===== config.mk =====
export PLATFORM = sky130hd
export DESIGN_NAME = fifo_flat
export DESIGN_NICKNAME = d
export VERILOG_FILES = /design/src/rtl/dti_pkg.sv /design/src/rtl/dti_if.sv /design/src/rtl/fifo_mem.sv /design/src/rtl/fifo.sv /design/src/flat_wrapper.sv
export SDC_FILE = /design/constraint.sdc
export NUM_CORES = 1
export LEC_CHECK = 0
export CAP_MARGIN = 20
export CORE_AREA = 5 5 70 85
export DETAILED_ROUTE_END_ITERATION = 8
export DIE_AREA = 0 0 75 90
export PLACE_DENSITY = 0.88
export SKIP_LAST_GASP = 1
export SYNTH_ARGS = -nofsm -noshare
export SYNTH_HDL_FRONTEND = slang
export SYNTH_SLANG_ARGS = --single-unit

===== constraint.sdc =====
create_clock -name clk -period 4 [get_ports clk]
set_clock_uncertainty 0.2 [all_clocks]
set_input_delay 0.8 -clock clk [delete_from_list [all_inputs] [get_ports clk]]
set_output_delay 0.8 -clock clk [all_outputs]
set_load 0.05 [all_outputs]

===== src/rtl/dti_pkg.sv =====
// Shared DTI helpers: default stream width, minimum buffer depth and pointer sizing.
package dti_pkg;

    localparam int DTI_DEFAULT_WIDTH = 16;
    localparam int DTI_MIN_DEPTH     = 2;

    // One extra MSB beyond the address bits tells a full buffer apart from an empty one.
    function automatic int ptrWidth(input int depth);
        return $clog2(depth) + 1;
    endfunction

endpackage


===== src/rtl/dti_if.sv =====
// DTI valid/ready stream bundle with producer and consumer views.
interface dti #(
    parameter int WIDTH = dti_pkg::DTI_DEFAULT_WIDTH
);

    logic             valid;
    logic             ready;
    logic [WIDTH-1:0] data;

    modport producer (output valid, output data, input ready);
    modport consumer (input valid, input data, output ready);

endinterface


===== src/rtl/fifo_mem.sv =====
// Unreset simple dual-port storage: synchronous write, asynchronous read.
module fifo_mem #(
    parameter int DEPTH = 4,
    parameter int WIDTH = 16,
    parameter int AW    = 2
) (
    input  logic             clk_i,
    input  logic             we_i,
    input  logic [AW-1:0]    waddr_i,
    input  logic [WIDTH-1:0] wdata_i,
    input  logic [AW-1:0]    raddr_i,
    output logic [WIDTH-1:0] rdata_o
);

    logic [WIDTH-1:0] mem [DEPTH];

    always_ff @(posedge clk_i) begin
        if (we_i) begin
            mem[waddr_i] <= wdata_i;
        end
    end

    assign rdata_o = mem[raddr_i];

endmodule


===== src/rtl/fifo.sv =====
// Elastic DTI buffer; define FIFO_LEVEL_EN to expose the occupancy port `level`.
module fifo
    import dti_pkg::*;
#(
    parameter int DEPTH = 4,
    parameter int WIDTH = DTI_DEFAULT_WIDTH
) (
    input logic  clk,
    input logic  rst,
    dti.consumer din,
    dti.producer dout
`ifdef FIFO_LEVEL_EN
    ,
    output logic [$clog2(DEPTH):0] level
`endif
);

    localparam int AW    = $clog2(DEPTH);
    localparam int PTR_W = ptrWidth(DEPTH);

    typedef logic [PTR_W-1:0] ptr_t;

    if (DEPTH < DTI_MIN_DEPTH || (DEPTH & (DEPTH - 1)) != 0) begin : gBadDepth
        $error("fifo: DEPTH must be a power of two and at least 2");
    end

    ptr_t wrPtr_q;
    ptr_t wrPtr_d;
    ptr_t rdPtr_q;
    ptr_t rdPtr_d;
    logic readyEn_q;
    logic full;
    logic empty;
    logic push;
    logic pop;

    assign empty = (wrPtr_q == rdPtr_q);
    assign full  = (wrPtr_q[PTR_W-1] != rdPtr_q[PTR_W-1]) &&
                   (wrPtr_q[AW-1:0] == rdPtr_q[AW-1:0]);

    // readyEn_q holds ready low through reset and rises on the first edge after release.
    assign din.ready  = readyEn_q & ~full;
    assign dout.valid = ~empty;

    assign push = din.valid & readyEn_q & ~full;
    assign pop  = dout.ready & ~empty;

    always_comb begin
        wrPtr_d = wrPtr_q;
        rdPtr_d = rdPtr_q;
        if (push) begin
            wrPtr_d = wrPtr_q + ptr_t'(1);
        end
        if (pop) begin
            rdPtr_d = rdPtr_q + ptr_t'(1);
        end
    end

    always_ff @(posedge clk or negedge rst) begin
        if (!rst) begin
            wrPtr_q   <= '0;
            rdPtr_q   <= '0;
            readyEn_q <= 1'b0;
        end else begin
            wrPtr_q   <= wrPtr_d;
            rdPtr_q   <= rdPtr_d;
            readyEn_q <= 1'b1;
        end
    end

    fifo_mem #(
        .DEPTH (DEPTH),
        .WIDTH (WIDTH),
        .AW    (AW)
    ) uMem (
        .clk_i   (clk),
        .we_i    (push),
        .waddr_i (wrPtr_q[AW-1:0]),
        .wdata_i (din.data),
        .raddr_i (rdPtr_q[AW-1:0]),
        .rdata_o (dout.data)
    );

`ifdef FIFO_LEVEL_EN
    assign level = wrPtr_q - rdPtr_q;
`endif

endmodule


===== src/flat_wrapper.sv =====
// flat-port wrapper written by rule: the top's interface ports become plain ports
module fifo_flat import dti_pkg::*;
#(
    parameter int DEPTH = 4,
    parameter int WIDTH = DTI_DEFAULT_WIDTH
)
  (clk, rst, din_valid, din_data, din_ready, dout_valid, dout_data, dout_ready);
  dti #(.WIDTH(WIDTH)) din_i ();
  dti #(.WIDTH(WIDTH)) dout_i ();
  input logic clk;
  input logic rst;
  input wire logic [$bits(din_i.valid)-1:0] din_valid;
  input wire logic [$bits(din_i.data)-1:0] din_data;
  output wire logic [$bits(din_i.ready)-1:0] din_ready;
  output wire logic [$bits(dout_i.valid)-1:0] dout_valid;
  output wire logic [$bits(dout_i.data)-1:0] dout_data;
  input wire logic [$bits(dout_i.ready)-1:0] dout_ready;
  assign din_i.valid = din_valid;
  assign din_i.data = din_data;
  assign din_ready = din_i.ready;
  assign dout_valid = dout_i.valid;
  assign dout_data = dout_i.data;
  assign dout_i.ready = dout_ready;
  fifo #(.DEPTH(DEPTH), .WIDTH(WIDTH)) u_core (.clk(clk), .rst(rst), .din(din_i), .dout(dout_i));
endmodule

==> results.md, run 1 <==
- Status: finished, final reports clean
- Syn_area_per_cell: 22.0 um^2
- Switching power: 0.00106 W
- Worst-case reg-to-reg path depth: 4
- Worst Setup End Kind: primary output
- Nets: 198
- Worst endpoint required time: 3.00 ns
- Std cell rows: 29
- Internal power: 0.00162 W
- Crit path max fanout: 14
- Critical path arrival: 2.56 ns
- Post-synth top area share: 68.7%
- DR iter-0 viols: 119
- Clock power frac: 17.5%
- DRT Wirelength: 4.70 mm
- Total global-route track usage: 15.1%
- Placer Congestion: 0.757
- Final hold violations: 0
- Hold path cells: 2
- Delay-heaviest family, CP: buffers and inverters
- First-pass GRT wire length: 7.36 mm
- CTS Root Cell: clkbuf_8
- Hpwl dp: 3.14 mm
- Worst r2r src: u_core.rdPtr_q[0]
- Initial antenna violation count: 0
- Crit path buffers/inverters: 2
- Final ANT Viol Nets: 0
- Comb pwr share: 45.0%
- Die ar.: 6750 um^2
- CTS resizes: 0
- Number of port buffers: 37
- Vias in the first global route: 1,514
- DRC Markers: 0
- H-tree level count: 3
- Largest net degree at the start of global routing: 20
- Chip width: 75 um
- Core region area: 5120 um^2
- Final setup fails: 0
- FF-to-FF End: u_core.uMem.mem[3][5]
- Worst-path clk slew: 0.07 ns
- Most common cell after layout, fill and taps aside: edfxtp_1
- Yosys warns: 0
- LEAKAGE: 1.14 nW
- Sequential share of power: 37.5%
- Diode count: 0
- Switching Share: 39.6%
- Post-synthesis sequential area ratio: 74.9%
- Min-delay src: u_core.rdPtr_q[2]
- TNS Setup: 0 ns
- Synth-to-layout area growth: 21.9%
- Critical Path Slowest Stage Cell: clkdlybuf4s50_1
- Post-CTS Setup Bufs: 0
- Inserted Clock Buffers: 9
- Critical Path Start Type: flop
- Syn Inst Count: 127
- Period utilization: 88.9%
- DR pass1 iterations: 4
- Number of synthesized register bits: 71
- Hold Path End: u_core.rdPtr_q[2]
- Maximum vdd ir drop: 0.603 mV
- Die Ht: 90 um
- Mapped Area: 2800 um^2
- CTS sink cnt: 71
- CP peak stage delay: 0.83 ns
- Pwr dens: 783 nW/um^2
- MaxCap Viol Count: 0
- Slack of the worst reg-to-reg path: 1.36 ns
- Vias/cell: 5.59
- Post-route minimum period: 3.56 ns
- # IOs: 38
- Area leader, netlist: edfxtp_1
- Fmax: 281 MHz
- Fraction of layout cells with a size suffix above 1: 19.7%
- Measured slew at the worst slew-check pin: 1.05 ns
- Initial core utilization: 54.7%
- Grt total ovfl: 0
- Hold crit path type: flop to flop
- Drt wl/cell: 19.6 um
- Max-slew violations: 0
- Critical path class: flop to primary output
- Overall power: 0.00267 W
- Skew-Pair Late Insertion Delay: 0.33 ns
- Most frequent cells in the layout: edfxtp_1 (64), clkdlybuf4s50_1 (37), mux4_2 (13), clkbuf_8 (9), dfrtp_1 (7)
- RSZ-0062 raised after global routing: false
- Via count: 1,342
- Post-CTS Hold Buffers: 0
- Worst-case clock buffer depth: 2
- Net Count, Synth: 152
- CTS tree: built
- Rel. slew slack: 29.8%
- Critical-path cell list: buf_12 > xor2_2 > nor2_1 > a21boi_0 > clkdlybuf4s50_1
- Largest cells by area after synthesis: edfxtp_1 (69%), mux4_2 (10%), dfrtp_1 (6.3%), mux4_1 (2.8%), ha_1 (2.2%)
- Yosys cell types: 29
state kept, by name (all words and copies together) (netlist names):
register / count
u_core.uMem.mem: 64
u_core.wrPtr_q: 3
u_core.readyEn_q: 1
u_core.rdPtr_q: 3
Yosys cell counts (all sizes together):
cell type / n
edfxtp: 64
mux4: 16
dfrtp: 7
ha: 5
xnor2: 4
and2: 3
buf: 3
nand2: 3
xor2: 3
a21boi: 2
inv: 2
mux2: 2
nor2: 2
o31ai: 2
a211oi: 1
a21oi: 1
a221o: 1
a31oi: 1
clkbuf: 1
conb: 1
nand3: 1
nor3: 1
or3: 1
metrics by stage:
stage                     cell area, um^2  setup WS, ns  cells  utilization [%]  hold WS, ns
final                                3410         0.442    240             66.7        0.406
after global routing                 3410         0.217    240             66.7        0.440
after floorplan                      2800         0.976    127                -        0.304
after detailed placement             3250         0.741    224             63.5        0.390
after global placement               3250         0.835    224             63.5        0.354
after CTS                            3410         0.360    240             66.7        0.410
per-layer routing:
layer / track usage, % / share of wire (%)
met2: 23.3 / 52
met1: 18.6 / 39
met3: 4.13 / 6.8
met4: 9.05 / 1.7
met5: 0 / 0
power by group through the flow:
stage	sequential [W]	combinational (W)	clock, W
2_1_floorplan	0.000983	0.000890	0
3_3_place_gp	0.00101	0.00118	0
3_5_place_dp	0.00102	0.00121	0
4_1_cts	0.00101	0.00122	0.000481
5_1_grt	0.00102	0.00127	0.000513
6_report	0.00100	0.00120	0.000468
area by class of cell:
class                   count  area [um^2]
flip-flops and latches     71         2100
well taps                  62         77.6
fillers                   338         1700
clock buffers               9          124
repair buffers             39          398
clock inverters             7         40.0
multi-input cells          50          668
inverters                   2         7.51
kinds of logic (layout without fill, tap and decap cells):
logic type | Yosys count | count (layout) | share of synthesized area, %
flops | 71 | 71 | 74.9
mux | 18 | 18 | 14.2
simple gates | 11 | 11 | 1.92
compound gates | 8 | 8 | 2.50
xor+xnor | 7 | 7 | 2.73
buf+inv | 6 | 57 | 1.34
fa+ha+maj | 5 | 5 | 2.24
other cells | 1 | 1 | 0.134
how the worst max path moves through the flow:
stage / startpoint / endpoint / depth (start not counted)
2_1_floorplan: u_core.rdPtr_q[1] / din_ready / 4
3_3_place_gp: u_core.rdPtr_q[0] / din_ready / 5
3_5_place_dp: u_core.rdPtr_q[0] / din_ready / 5
4_1_cts: u_core.rdPtr_q[0] / din_ready / 5
5_1_grt: u_core.rdPtr_q[0] / din_ready / 5
6_report: u_core.rdPtr_q[0] / din_ready / 5
worst reg2reg max path, cell delays in order, from the launching register on:
cell and delay (ns):
dfrtp_1 0.62, buf_12 0.23, xor2_2 0.22, nor2_1 0.12, a21oi_2 0.85
(Power assumes the default switching activity.)
==> inputs of run 2 (changes only) <==
--- a/config.mk
+++ b/config.mk
@@ -6,10 +6,10 @@
 export NUM_CORES = 1
 export LEC_CHECK = 0
 export CAP_MARGIN = 20
-export CORE_AREA = 5 5 70 85
+export CORE_AREA = 5 5 83 100
 export DETAILED_ROUTE_END_ITERATION = 8
-export DIE_AREA = 0 0 75 90
-export PLACE_DENSITY = 0.88
+export DIE_AREA = 0 0 88 105
+export PLACE_DENSITY = 0.67
 export SKIP_LAST_GASP = 1
 export SYNTH_ARGS = -nofsm -noshare
 export SYNTH_HDL_FRONTEND = slang
==> constraint.sdc (replaced) <==
create_clock -name clk -period 4 [get_ports clk]
set_clock_uncertainty 0.2 [all_clocks]
set_input_delay 0.4 -clock clk [delete_from_list [all_inputs] [get_ports clk]]
set_output_delay 0.4 -clock clk [all_outputs]
set_load 0.05 [all_outputs]
==> run 2 against run 1 <==
Sequential power is essentially flat. Die area grew 37%. Non-clock buffer count is the same. Sequential share of layout area shrank 0.58 points. Setup slack gained 0.23 ns. Routed wire length grew 1.8%. Final cell count grew 12%. Critical endpoint unchanged. Largest cell class unchanged.
==> results.md, run 2 (synthesized netlist as in run 1, its figures left out) <==
- Status: finished, final reports clean
- Critical path class: flop to primary output
- Worst-case reg-to-reg path depth: 3 (-1)
- Maximum vdd ir drop: 0.456 mV (-24%)
- Fraction of layout cells with a size suffix above 1: 20.2% (+0.56 points)
- TNS Setup: 0 ns (unchanged)
- Total global-route track usage: 11.5% (-3.6 points)
- Crit path max fanout: 20 (+6)
- Worst Setup End Kind: primary output
- Placed Cells: 252 (+13%)
- Critical Path Slowest Stage Cell: dfrtp_1
- Initial core utilization: 38.9% (-16 points)
- Diode count: 0 (unchanged)
- Internal power: 0.00161 W (-0.56%)
- CTS resizes: 0 (unchanged)
- Drt wl/cell: 17.9 um (-8.8%)
- RSZ-0062 raised after global routing: false
- Final setup fails: 0 (unchanged)
- Pwr dens: 775 nW/um^2 (-1.0%)
- Worst-path clk slew: 0.07 ns (about the same)
- Switching Share: 39.8% (+0.28 points)
- Largest net degree at the start of global routing: 21 (+5.0%)
- Core region area: 7190 um^2 (+41%)
- Grt total ovfl: 0 (unchanged)
- Std cell rows: 34 (+17%)
- Crit path buffers/inverters: 1 (-1)
- Delay-heaviest family, CP: flip-flops
- Worst slack, placed: 1.01 ns (+0.273 ns)
- Inserted Clock Buffers: 9 (unchanged)
- Comb pwr share: 43.3% (-1.7 points)
- Overall power: 0.00267 W (about the same)
- Post-route minimum period: 3.33 ns (-0.232 ns)
- Period utilization: 83.2% (-5.8 points)
- Placer Congestion: 0.815 (+7.6%)
- Final hold violations: 0 (unchanged)
- H-tree level count: 3 (unchanged)
- Hpwl dp: 3.11 mm (-0.96%)
- Worst r2r src: u_core.rdPtr_q[1]
- Critical-path cell list: xor2_1 > nor2_1 > a21boi_0 > clkdlybuf4s50_1
- FF-to-FF End: u_core.uMem.mem[2][3]
- Reg with most FFs: u_core.uMem.mem
- Vias/cell: 4.91 (-12%)
- MaxCap Viol Count: 0 (unchanged)
- Die ar.: 9240 um^2 (+37%)
- LEAKAGE: 1.14 nW (+0.24%)
- Most common cell after layout, fill and taps aside: edfxtp_1
- DR iter-0 viols: 74 (-38%)
- Post-CTS Hold Buffers: 0 (unchanged)
- Nets: 198 (unchanged)
- Post-CTS Setup Bufs: 0 (unchanged)
- First-pass GRT wire length: 7.67 mm (+4.2%)
- Max-slew violations: 0 (unchanged)
- CTS sink cnt: 71 (unchanged)
- Sequential share of power: 38.1% (+0.6 points)
- Worst endpoint required time: 3.40 ns (+0.40 ns)
- Critical path arrival: 2.73 ns (+0.17 ns)
- Rel. slew slack: 42.5% (+13 points)
- Measured slew at the worst slew-check pin: 0.862 ns (-0.191 ns)
- Slack of the worst reg-to-reg path: 1.17 ns (-0.19 ns)
- DR pass1 iterations: 4 (unchanged)
- Hold WS: 0.127 ns (-0.279 ns)
- Clock power frac: 18.6% (+1.1 points)
- # IOs: 38 (unchanged)
- Synth-to-layout area growth: 23.1%
- Regs by FF count: u_core.uMem.mem (64), u_core.rdPtr_q (3), u_core.wrPtr_q (3)
- Via count: 1,315 (-2.0%)
- Number of port buffers: 37 (unchanged)
- DRT Wirelength: 4.79 mm (+1.8%)
- CTS Root Cell: clkbuf_8
- Initial antenna violation count: 0 (unchanged)
- DRC Markers: 0 (unchanged)
- Hold crit path type: primary input to async pin
- Layout Cells excl Fill: 268 (+12%)
- Most frequent cells in the layout: edfxtp_1 (64), clkdlybuf4s50_1 (37), mux4_2 (13), clkbuf_8 (9), dfrtp_1 (7)
- Max reg flops: 64 (unchanged)
- CP Launch Point: u_core.rdPtr_q[1]
- Critical Path Start Type: flop
- Final ANT Viol Nets: 0 (unchanged)
- CTS tree: built
- Skew-Pair Late Insertion Delay: 0.33 ns (about the same)
- Fmax: 301 MHz (+7.0%)
- Slack of the critical path: 0.674 ns (+0.232 ns)
- CP peak stage delay: 0.90 ns (+0.07 ns)
- Chip width: 88 um (+17%)
- Vias in the first global route: 1,433 (-5.4%)
- Worst-case clock buffer depth: 2 (unchanged)
- Switching power: 0.00106 W (+0.62%)
- Die Ht: 105 um (+17%)
==> run 2: changes by cell type in the layout (fill, tap and decap cells not counted) <==
| cell | before | now |
|---|---|---|
| clkinvlp_4 | 3 | 2 |
| clkinv_2 | 2 | 1 |
| clkinv_4 | 0 | 2 |
| buf_12 | 1 | 0 |
| buf_4 | 1 | 2 |
| clkbuf_1 | 0 | 1 |
| inv_6 | 0 | 1 |
| clkinv_1 | 2 | 0 |
==> run 2: metrics by stage <==
stage / utilization (%) / cell area, um^2
4_1_cts: 47.9 / 3440
6_report: 47.9 / 3440
5_1_grt: 47.9 / 3440
3_5_place_dp: 45.5 / 3270
3_3_place_gp: 45.5 / 3270
2_1_floorplan: - / 2800
==> run 2: final cells by class <==
| class | instances | area [um^2] |
|---|---|---|
| multi-input cells | 50 | 668 |
| well taps | 90 | 113 |
| inverters | 2 | 7.51 |
| fillers | 587 | 3740 |
| clock buffers | 10 | 128 |
| clock inverters | 6 | 46.3 |
| flip-flops and latches | 71 | 2100 |
| repair buffers | 39 | 385 |
==> run 2: per-layer routing <==
layer / vias to the layer above / wire length (um) / share of wire, % / GRT usage, %
met5: - / 0 / 0 / 0
met4: 0 / 38 / 0.79 / 5.26
met3: 2 / 301 / 6.3 / 4.65
met2: 36 / 2600 / 54 / 19.5
met1: 668 / 1850 / 39 / 12.5
li1: 609 / - / - / -
==> run 2: worst max path at each step <==
stage                      endpoint  slack [ns]  depth (start not counted)
after global placement    din_ready        1.08                          4
after CTS                 din_ready        0.64                          4
final                     din_ready        0.67                          4
after global routing      din_ready        0.54                          4
after detailed placement  din_ready        1.01                          4
after floorplan           din_ready        1.38                          4
==> run 2: power groups by stage <==
stage	sequential, W	combinational [W]	clock (W)
finish	0.00102	0.00116	0.000497
global placement	0.00103	0.00116	0
detailed placement	0.00104	0.00117	0
CTS	0.00102	0.00118	0.000512
global route	0.00103	0.00123	0.000552
floorplan	0.000983	0.000890	0
